`src/rtl/uart_rx_if.sv`:
```
// Receive-side bundle between the UART core (master) and its consumer (slave).
// The serial line rides along so the core has a single bus port.
interface uart_rx_if #(
  parameter int unsigned DATA_BITS = 8
);
  logic                 rx;
  logic [DATA_BITS-1:0] rx_data;
  logic                 rx_valid;
  logic                 rx_ready;
  logic                 parity_err;
  logic                 frame_err;
  logic                 overrun;
  logic                 busy;

  modport master (
    input  rx, rx_ready,
    output rx_data, rx_valid, parity_err, frame_err, overrun, busy
  );

  modport slave (
    output rx, rx_ready,
    input  rx_data, rx_valid, parity_err, frame_err, overrun, busy
  );
endinterface

```
`src/rtl/uart_rx_core.sv`:
```
// Counter-timed UART receiver: 2-flop synchroniser, start/data/parity/stop FSM,
// and a one-word holding register with valid/ready hand-off and overrun flag.
module uart_rx_core #(
  parameter int unsigned CLKS_PER_BIT = 16,
  parameter int unsigned DATA_BITS    = 8,
  parameter int unsigned PARITY       = 0,
  parameter int unsigned STOP_BITS    = 1
) (
  input  logic      clk,
  input  logic      rst,
  uart_rx_if.master bus
);

  localparam int unsigned CW = $clog2(CLKS_PER_BIT);
  localparam int unsigned BW = $clog2(DATA_BITS + 1);

  localparam logic [CW-1:0] HALF_LAST = CW'(CLKS_PER_BIT / 2 - 1);
  localparam logic [CW-1:0] BIT_LAST  = CW'(CLKS_PER_BIT - 1);
  localparam logic [BW-1:0] DATA_LAST = BW'(DATA_BITS - 1);
  localparam logic [BW-1:0] STOP_LAST = BW'(STOP_BITS - 1);

  typedef enum logic [2:0] {IDLE, START, DATA, PAR, STOP} state_t;

  state_t               state_q, state_d;
  logic                 rx_meta_q, rx_s_q, rx_prev_q;
  logic [CW-1:0]        cnt_q, cnt_d;
  logic [BW-1:0]        bit_q, bit_d;
  logic [DATA_BITS-1:0] shift_q, shift_d;
  logic                 perr_q, perr_d;
  logic                 ferr_q, ferr_d;
  logic [DATA_BITS-1:0] data_q, data_d;
  logic                 valid_q, valid_d;
  logic                 perr_out_q, perr_out_d;
  logic                 ferr_out_q, ferr_out_d;
  logic                 ovr_q, ovr_d;
  logic                 fall;

  assign fall = rx_prev_q & ~rx_s_q;

  always_ff @(posedge clk or posedge rst) begin
    if (rst) begin
      rx_meta_q  <= 1'b1;
      rx_s_q     <= 1'b1;
      rx_prev_q  <= 1'b1;
      state_q    <= IDLE;
      cnt_q      <= '0;
      bit_q      <= '0;
      shift_q    <= '0;
      perr_q     <= 1'b0;
      ferr_q     <= 1'b0;
      data_q     <= '0;
      valid_q    <= 1'b0;
      perr_out_q <= 1'b0;
      ferr_out_q <= 1'b0;
      ovr_q      <= 1'b0;
    end else begin
      rx_meta_q  <= bus.rx;
      rx_s_q     <= rx_meta_q;
      rx_prev_q  <= rx_s_q;
      state_q    <= state_d;
      cnt_q      <= cnt_d;
      bit_q      <= bit_d;
      shift_q    <= shift_d;
      perr_q     <= perr_d;
      ferr_q     <= ferr_d;
      data_q     <= data_d;
      valid_q    <= valid_d;
      perr_out_q <= perr_out_d;
      ferr_out_q <= ferr_out_d;
      ovr_q      <= ovr_d;
    end
  end

  always_comb begin
    state_d    = state_q;
    cnt_d      = cnt_q + 1'b1;
    bit_d      = bit_q;
    shift_d    = shift_q;
    perr_d     = perr_q;
    ferr_d     = ferr_q;
    data_d     = data_q;
    perr_out_d = perr_out_q;
    ferr_out_d = ferr_out_q;
    ovr_d      = 1'b0;
    valid_d    = valid_q & ~bus.rx_ready;

    case (state_q)
      IDLE: begin
        cnt_d  = '0;
        bit_d  = '0;
        perr_d = 1'b0;
        ferr_d = 1'b0;
        if (fall) state_d = START;
      end
      START: begin
        if (cnt_q == HALF_LAST) begin
          cnt_d   = '0;
          state_d = rx_s_q ? IDLE : DATA;
        end
      end
      DATA: begin
        if (cnt_q == BIT_LAST) begin
          cnt_d   = '0;
          shift_d = {rx_s_q, shift_q[DATA_BITS-1:1]};
          if (bit_q == DATA_LAST) begin
            bit_d   = '0;
            state_d = (PARITY != 0) ? PAR : STOP;
          end else begin
            bit_d = bit_q + 1'b1;
          end
        end
      end
      PAR: begin
        if (cnt_q == BIT_LAST) begin
          cnt_d   = '0;
          perr_d  = (^{shift_q, rx_s_q}) != (PARITY == 1);
          state_d = STOP;
        end
      end
      STOP: begin
        if (cnt_q == BIT_LAST) begin
          cnt_d  = '0;
          ferr_d = ferr_q | ~rx_s_q;
          if (bit_q == STOP_LAST) begin
            bit_d   = '0;
            state_d = IDLE;
            // The holding register only takes the new word if it is free or
            // being emptied on this same edge; otherwise the frame is lost.
            if (!valid_q || bus.rx_ready) begin
              data_d     = shift_q;
              perr_out_d = perr_q;
              ferr_out_d = ferr_q | ~rx_s_q;
              valid_d    = 1'b1;
            end else begin
              ovr_d = 1'b1;
            end
          end else begin
            bit_d = bit_q + 1'b1;
          end
        end
      end
      default: state_d = IDLE;
    endcase
  end

  assign bus.rx_data    = data_q;
  assign bus.rx_valid   = valid_q;
  assign bus.parity_err = perr_out_q;
  assign bus.frame_err  = ferr_out_q;
  assign bus.overrun    = ovr_q;
  assign bus.busy       = (state_q != IDLE);

endmodule

```
`src/flat_wrapper.sv`:
```
// flat-port wrapper written by rule: the top's interface ports become plain ports
module uart_rx_core_flat 
#(
  parameter int unsigned CLKS_PER_BIT = 16,
  parameter int unsigned DATA_BITS    = 8,
  parameter int unsigned PARITY       = 0,
  parameter int unsigned STOP_BITS    = 1
)
  (clk, rst, bus_rx, bus_rx_ready, bus_rx_data, bus_rx_valid, bus_parity_err, bus_frame_err, bus_overrun, bus_busy);
  uart_rx_if #(.DATA_BITS(DATA_BITS)) bus_i ();
  input  logic clk;
  input  logic rst;
  input wire logic [$bits(bus_i.rx)-1:0] bus_rx;
  input wire logic [$bits(bus_i.rx_ready)-1:0] bus_rx_ready;
  output wire logic [$bits(bus_i.rx_data)-1:0] bus_rx_data;
  output wire logic [$bits(bus_i.rx_valid)-1:0] bus_rx_valid;
  output wire logic [$bits(bus_i.parity_err)-1:0] bus_parity_err;
  output wire logic [$bits(bus_i.frame_err)-1:0] bus_frame_err;
  output wire logic [$bits(bus_i.overrun)-1:0] bus_overrun;
  output wire logic [$bits(bus_i.busy)-1:0] bus_busy;
  assign bus_i.rx = bus_rx;
  assign bus_i.rx_ready = bus_rx_ready;
  assign bus_rx_data = bus_i.rx_data;
  assign bus_rx_valid = bus_i.rx_valid;
  assign bus_parity_err = bus_i.parity_err;
  assign bus_frame_err = bus_i.frame_err;
  assign bus_overrun = bus_i.overrun;
  assign bus_busy = bus_i.busy;
  uart_rx_core #(.CLKS_PER_BIT(CLKS_PER_BIT), .DATA_BITS(DATA_BITS), .PARITY(PARITY), .STOP_BITS(STOP_BITS)) u_core (.clk(clk), .rst(rst), .bus(bus_i));
endmodule
```
`config.mk`:
```
export PLATFORM = sky130hd
export DESIGN_NAME = uart_rx_core_flat
export DESIGN_NICKNAME = d
export VERILOG_FILES = /design/src/rtl/uart_rx_if.sv /design/src/rtl/uart_rx_core.sv /design/src/flat_wrapper.sv
export SDC_FILE = /design/constraint.sdc
export NUM_CORES = 1
export LEC_CHECK = 0
export CAP_MARGIN = 20
export CORE_ASPECT_RATIO = 0.9
export CORE_UTILIZATION = 59
export CTS_BUF_LIST = sky130_fd_sc_hd__clkbuf_8
export DETAILED_ROUTE_END_ITERATION = 8
export PLACE_DENSITY = 0.89
export SLEW_MARGIN = 5
export SYNTH_ARGS = -nofsm -noshare
export SYNTH_HDL_FRONTEND = slang
export SYNTH_SLANG_ARGS = --single-unit
export TNS_END_PERCENT = 10
```
`constraint.sdc`:
```
create_clock -name clk -period 2.23 [get_ports clk]
set_input_delay 0.3345 -clock clk [delete_from_list [all_inputs] [get_ports clk]]
set_output_delay 0.3345 -clock clk [all_outputs]
set_load 0.01 [all_outputs]
```
==> results.md, run 1 <==
* Worst skew pair latency at approximately 0.28 ns
* Critical Path End Type: output pin
* CTS tree: done
* Hold Slack at 0.360 ns
* Nets@finish at between 150 and 200
* Crit path max fanout at 14
* Register area share after synthesis at 51.1%
* Number of library cell types mapped by synthesis at 40
* # DRC at 0
* CTS H-tree lvls at 2
* TritonCTS buffer count at 5
* Async set-reset flop share out of synthesis at 100%
* # diodes at 0
* Die Wd at 59.7 um
* Hpwl dp at 2.33 mm
* Tcrit/Tclk final at 89.9%
* Clock transition at the registers of the reported paths at 0.06 ns
* Leakage at 0.987 nW
* Outcome: completed
* Clock Sinks at 36
* CP Cell Sequence: nor3_2 > inv_1 > clkdlybuf4s50_1
* Post-synth top area cell: dfrtp_1
* DR pass1 iterations at 4
* Die height at 54.0 um
* Critical path's top delay family: buffers and inverters
* Non-Filler Instances at approximately 220
* GRT Overall Usage at 24.4%
* Top cells by area, synth: dfrtp_1, mux2_4, mux2_2
* Max Slew Vio Count at 0
* Register-to-Register Path Depth at 5
* #FFs+latches synth at 36
* Global-route wire length before repair at between 5 and 6 mm
* Setup_tns at 0 ns
* Via density at approximately 5.6
* Mapped Cells at 157
* WL/cell at 15.8 um
* GRT overflow at 0
* Largest net degree at the start of global routing at 37
* Starting density of the core at 63.4%
* Syn. warnings at 0
* Routed Antenna Nets at 0
* Hold EP: u_core.rx_s_q$_DFF_PP1_
* Hold Path Class: reg -> reg
* Hold_sp: u_core.rx_meta_q$_DFF_PP1_
* GPL Wtd Cong at 0.828
* CTS root buf: clkbuf_8
* Worst-margin pin slew at 0.446 ns
* Post-synthesis area per instance at roughly 11 um2
* DR iter-0 viols at 35
* Worst path max stage delay at 0.54 ns
* Nature of the critical path startpoint: register
* Fmax at ~0.50 GHz
* Most common cell after layout, fill and taps aside: dfrtp_1
* Antenna violations before repair at 0
* Die area at 3220 um2
* FF-to-FF setup slack at 0.31 ns
* Number of synthesized flops with an enable pin at 0
* Critical path buffers and inverters at 2
* Pwr Density at 934 nW/um2
* Clock buffer depth at 2
* Max-cap violations at 0
* Rows at 18
* Min Clock Period, post-route at 2.00 ns
* VDD IR max at 0.712 mV
* Core area at 2790 um2
* RSZ-0062 raised after global routing: no
* Share of the synthesized area in the top cell type at 46.6%
* # hold bufs at CTS at 0
* Worst reg2reg path endpoint: u_core.bus.rx_data[7]$_DFFE_PP0P_
* Post-synth net total at approximately 160
* I/O Buffers at 16
* Via count at 1221
* Most frequent cells in the layout: dfrtp_1, clkdlybuf4s50_1, nor2_1
* Syn-to-layout area delta at 17.2%
* Critical R2R Launch: u_core.cnt_q[0]$_DFF_PP0_
* Slew HR at 70.3%
* Number of global-route vias before repair at approximately 1.2k
* Total wire length at 3.44 mm
* Top_reg_cell synth: dfrtp_1
* Kind of critical path: reg -> out
* Final Skew at around 0.0069 ns
* Placed cells at 210
* Share of post-route cells with drive strength above 1 at a little over a fifth
* Mapped Area at between 1500 and 2000 um2
* Final hold vios at 0
* Pwr Total at 1.94 mW
* CP max stage cell: dfrtp_1
* Worst Path Arrival at 1.67 ns
* Worst Path Required at 1.90 ns
* Number of top-level pins at 17
* Final setup violation count at 0
* WHS Path Cells at 0
## layout make-up
cell class / count / area, um2
clock buffer: 7 / 96.3
fill: 201 / 718
timing repair buffer: 20 / 190
inverter: 6 / 22.5
clock inverter: 1 / 3.75
multi-input combinational: 108 / 807
tap: 40 / 50.0
sequential: 36 / 905
## flip-flops by register name (all words and copies together) (netlist names)
signal / cells
u_core.bus.parity_err: 1
u_core.rx_meta_q: 1
u_core.bus.frame_err: 1
u_core.state_q: 3
u_core.perr_q: 1
u_core.shift_q: 8
u_core.bus.rx_valid: 1
u_core.rx_s_q: 1
u_core.bus.rx_data: 8
u_core.ferr_q: 1
u_core.bus.overrun: 1
u_core.rx_prev_q: 1
u_core.cnt_q: 4
u_core.bit_q: 4
## cell families (layout without fill, tap and decap cells)
logic type,after synthesis,after routing,synth area share [%]
and+or+nand+nor,52,52,16.2
AOI/OAI and AO/OA,25,25,8.98
xor gates and xnor gates,10,10,4.95
muxes,17,17,12.5
DFF,36,36,51.1
buffers and inverters,13,34,3.60
adders and majority gates,4,4,2.69
## worst max-delay path by stage
| stage | from | endpoint | slack [ns] | cells after the start |
|---|---|---|---|---|
| 2_1_floorplan | u_core.cnt_q[0]$_DFF_PP0_ | u_core.bus.rx_data[0]$_DFFE_PP0P_ | 0.52 | 7 |
| 3_3_place_gp | u_core.cnt_q[0]$_DFF_PP0_ | u_core.bus.rx_data[4]$_DFFE_PP0P_ | 0.41 | 5 |
| 3_5_place_dp | u_core.cnt_q[0]$_DFF_PP0_ | u_core.bus.rx_data[7]$_DFFE_PP0P_ | 0.34 | 5 |
| 4_1_cts | u_core.state_q[1]$_DFFE_PP0P_ | bus_busy | 0.13 | 3 |
| 5_1_grt | u_core.cnt_q[0]$_DFF_PP0_ | u_core.bit_q[2]$_DFFE_PP0P_ | 0.13 | 6 |
| 6_report | u_core.state_q[1]$_DFFE_PP0P_ | bus_busy | 0.23 | 3 |
## layer usage
metal  vias up  share of wire [%]  global-route usage [%]
met5         -                  0                       0
met4         0                1.6                    9.69
met3         7                3.9                    5.05
met2        31                 52                    43.0
met1       598                 43                    29.5
li1        585                  -                       -
## repair_timing
item | CTS | global route
endpoints found under the setup margin | 0 | 1
resized for setup | 0 | 1
buffers inserted | 0 | 0
## per-stage QoR
step	cell area (um2)	utilization (%)	setup WS (ns)
final	2070	74.3	0.226
after global routing	2070	74.3	0.130
after CTS	2070	74.1	0.127
after detailed placement	1970	70.5	0.345
after global placement	1970	70.5	0.405
after floorplan	1770	-	0.518
## worst reg2reg max path: cells and delay by family (launching register included)
family,cells,cell delay [ns]
adders and majority gates,1,0.26
DFF,1,0.36
muxes,1,0.34
and+or+nand+nor,3,0.84
## where the power goes
| group | switching (mW) | internal [mW] |
|---|---|---|
| combinational | 0.331 | 0.255 |
| sequential | 0.133 | 0.724 |
| clock | 0.218 | 0.277 |
| total | 0.682 | 1.26 |
## Yosys cell counts, types with 3 or more instances
library cell and number:
nand2b_1 6, xnor2_1 8, mux2_2 9, nand2_1 11
mux2_4 8, buf_2 3, a21oi_1 5, nor2_1 15
ha_1 3, nor3_1 3, o21ai_0 10, inv_1 6
nand3_1 4, dfstp_2 3, dfrtp_1 33
(Power assumes the default switching activity.)
==> run 2: changes to the inputs <==
--- a/config.mk
+++ b/config.mk
@@ -9,6 +9,7 @@
 export CORE_ASPECT_RATIO = 0.9
 export CORE_UTILIZATION = 59
 export CTS_BUF_LIST = sky130_fd_sc_hd__clkbuf_8
+export CTS_CLUSTER_SIZE = 24
 export DETAILED_ROUTE_END_ITERATION = 8
 export PLACE_DENSITY = 0.89
 export SLEW_MARGIN = 5
==> results of run 2 <==
The final DEF is identical to that of run 1; final timing and power are the same.
==> edit (config.mk and constraints of run 2) <==
Take the reset off `data_q` and load it in a clocked block of its own.
--- a/src/rtl/uart_rx_core.sv
+++ b/src/rtl/uart_rx_core.sv
@@ -48,7 +48,6 @@
       shift_q    <= '0;
       perr_q     <= 1'b0;
       ferr_q     <= 1'b0;
-      data_q     <= '0;
       valid_q    <= 1'b0;
       perr_out_q <= 1'b0;
       ferr_out_q <= 1'b0;
@@ -63,12 +62,15 @@
       shift_q    <= shift_d;
       perr_q     <= perr_d;
       ferr_q     <= ferr_d;
-      data_q     <= data_d;
       valid_q    <= valid_d;
       perr_out_q <= perr_out_d;
       ferr_out_q <= ferr_out_d;
       ovr_q      <= ovr_d;
     end
+  end
+
+  always_ff @(posedge clk) begin
+    data_q <= data_d;
   end
 
   always_comb begin
Function: same outputs for any inputs over 10 cycles, from zero or initial values and one cycle with rst high; that may be too few to reach the edited logic, so the function may still have changed.
==> edit against run 2 <==
The run now ends with DRC left. Worst setup slack got worse by 0.13 ns. Maximum frequency decreased by 5.9%. Cell area fell by 4.6%. Synthesized cell count fell by 16%. Sequential cell count is the same. Area after synthesis decreased by 6.1%. Wire length is 12% lower. Die area fell by 5.9%. Total power shrank 4.0%. Clock skew decreased by 0.0015 ns. Count of clock-buffer cells in the layout down 2. Critical path type is now flop to flop. Largest cell class unchanged. Largest power group unchanged.
==> edit: results (changes against run 2) <==
* Pin count of the biggest net entering global routing: 29 (-22%)
- The detailed route wirelength on metal3 came to 121 um (-9.7%).
- Critical path peak fanout: 8 (-6)
- The layout inverter count without the clock tree is 8 (+2).
- Violation count after the first detailed-route iteration: 30 (-14%)
* Number of detailed-route iterations in the first pass: 6 (+2)
* Power Density: 940 nW/um2 (+0.60%)
- The detailed route wirelength on metal2 came to 1580 um (-11%).
- Worst setup timing slack at the placement stage: -0.0112 ns (-0.356 ns)
* Violations in the final reports: DRC
- The leakage power summed over all cells came to 0.860 nW (-13%).
* Number of cells in the finished layout apart from fillers: 187 (-14%)
- DRC violations left: 3 (+3)
* Post-cts sizing count: 1 (+1)
- The standard cell area after detailed placement came to 1890 um2 (-4.1%).
- Combinational cell fraction of total power: 0.321 (+0.019)
* Maximum resistive drop on vdd: 570 uV (-20%)
* Most frequent cells after synthesis: 25 x sky130_fd_sc_hd__dfrtp_1, 9 x sky130_fd_sc_hd__xnor2_1, 8 x sky130_fd_sc_hd__edfxtp_1, 8 x sky130_fd_sc_hd__inv_1
* Sequential share of power: 0.451 (+0.009)
- Share of async-settable or async-resettable flops after synthesis: 0.778 (-0.222)
- The fraction of final layout cells with drive strength greater than 1 came to 0.201 (-0.0178).
- Non-clock buffer area fraction after layout: 0.104 (+0.0120)
- Biggest area contributors in the synthesized netlist: sky130_fd_sc_hd__dfrtp_1 38%, sky130_fd_sc_hd__edfxtp_1 14%, sky130_fd_sc_hd__dfstp_2 4.7%
* Number of enable-type register cells in the synthesized netlist: 8 (+8)
- The number of nets in the finished design was 165 (-10%).
* Multi-input gate share of the layout cell area: 0.343 (-0.0458)
- Sequential cell area fraction in the yosys report: 0.568 (+0.0571)
* Total net switching power: 620 uW (-9.1%)
* #MultiIn Comb: 85 (-21%)
- Placed cells: 179 (-15%)
- Outcome: finished, violations left
* DP HPWL: 2240 um (-3.7%)
* GRT Util Overall: 0.242 (-0.00202)
* Setup clock skew after layout: 0.00543 ns (-0.00150 ns)
- Storage element area: 945 um2 (+4.4%)
- The routed metal-1 wire length came to 1280 um (-12%).
* Routed length per instance: 16.2 um (+2.8%)
==> edit: changes by cell type after synthesis, moves of 3 or more <==
| cell | delta |
|---|---|
| sky130_fd_sc_hd__dfrtp_1 | -8 |
| sky130_fd_sc_hd__edfxtp_1 | +8 |
| sky130_fd_sc_hd__mux2_4 | -6 |
| sky130_fd_sc_hd__nand2_1 | -4 |
| sky130_fd_sc_hd__nand2b_1 | -3 |
| sky130_fd_sc_hd__nor2_1 | -9 |
| sky130_fd_sc_hd__o21ai_0 | -5 |
==> edit: cell families after synthesis <==
logic type | share of synthesized area
simple gates | 0.147
xor+xnor | 0.0662
mux | 0.0850
compound gates | 0.0730
buf+inv | 0.0263
fa+ha+maj | 0.0346
flops | 0.568
==> edit: critical path: stages, from the launching register on <==
cell                         delay, ns
sky130_fd_sc_hd__dfrtp_1          0.41
sky130_fd_sc_hd__inv_2            0.08
sky130_fd_sc_hd__ha_1             0.13
sky130_fd_sc_hd__or3b_4           0.38
sky130_fd_sc_hd__or4b_4           0.50
sky130_fd_sc_hd__nand2b_4         0.19
sky130_fd_sc_hd__clkinvlp_4       0.15
==> edit: routing by layer <==
layer  vias up  track usage
met2        28        0.406
met4         0        0.107
met1       560        0.276
li1        521            -
met3         7       0.0938
met5         -            0
==> edit: worst paths after layout <==
path	from	endpoint	slack, ns	depth (start not counted)
max	u_core.bit_q[0]	u_core.bus.rx_data[3]	0.10	6
min	u_core.rx_meta_q	u_core.rx_s_q	0.36	0
max reg2reg	u_core.bit_q[0]	u_core.bus.rx_data[3]	0.10	6
min reg2reg	u_core.rx_meta_q	u_core.rx_s_q	0.36	0
max in group asynchronous	rst	u_core.rx_meta_q	1.52	3
min in group asynchronous	rst	u_core.cnt_q[0]	0.40	3
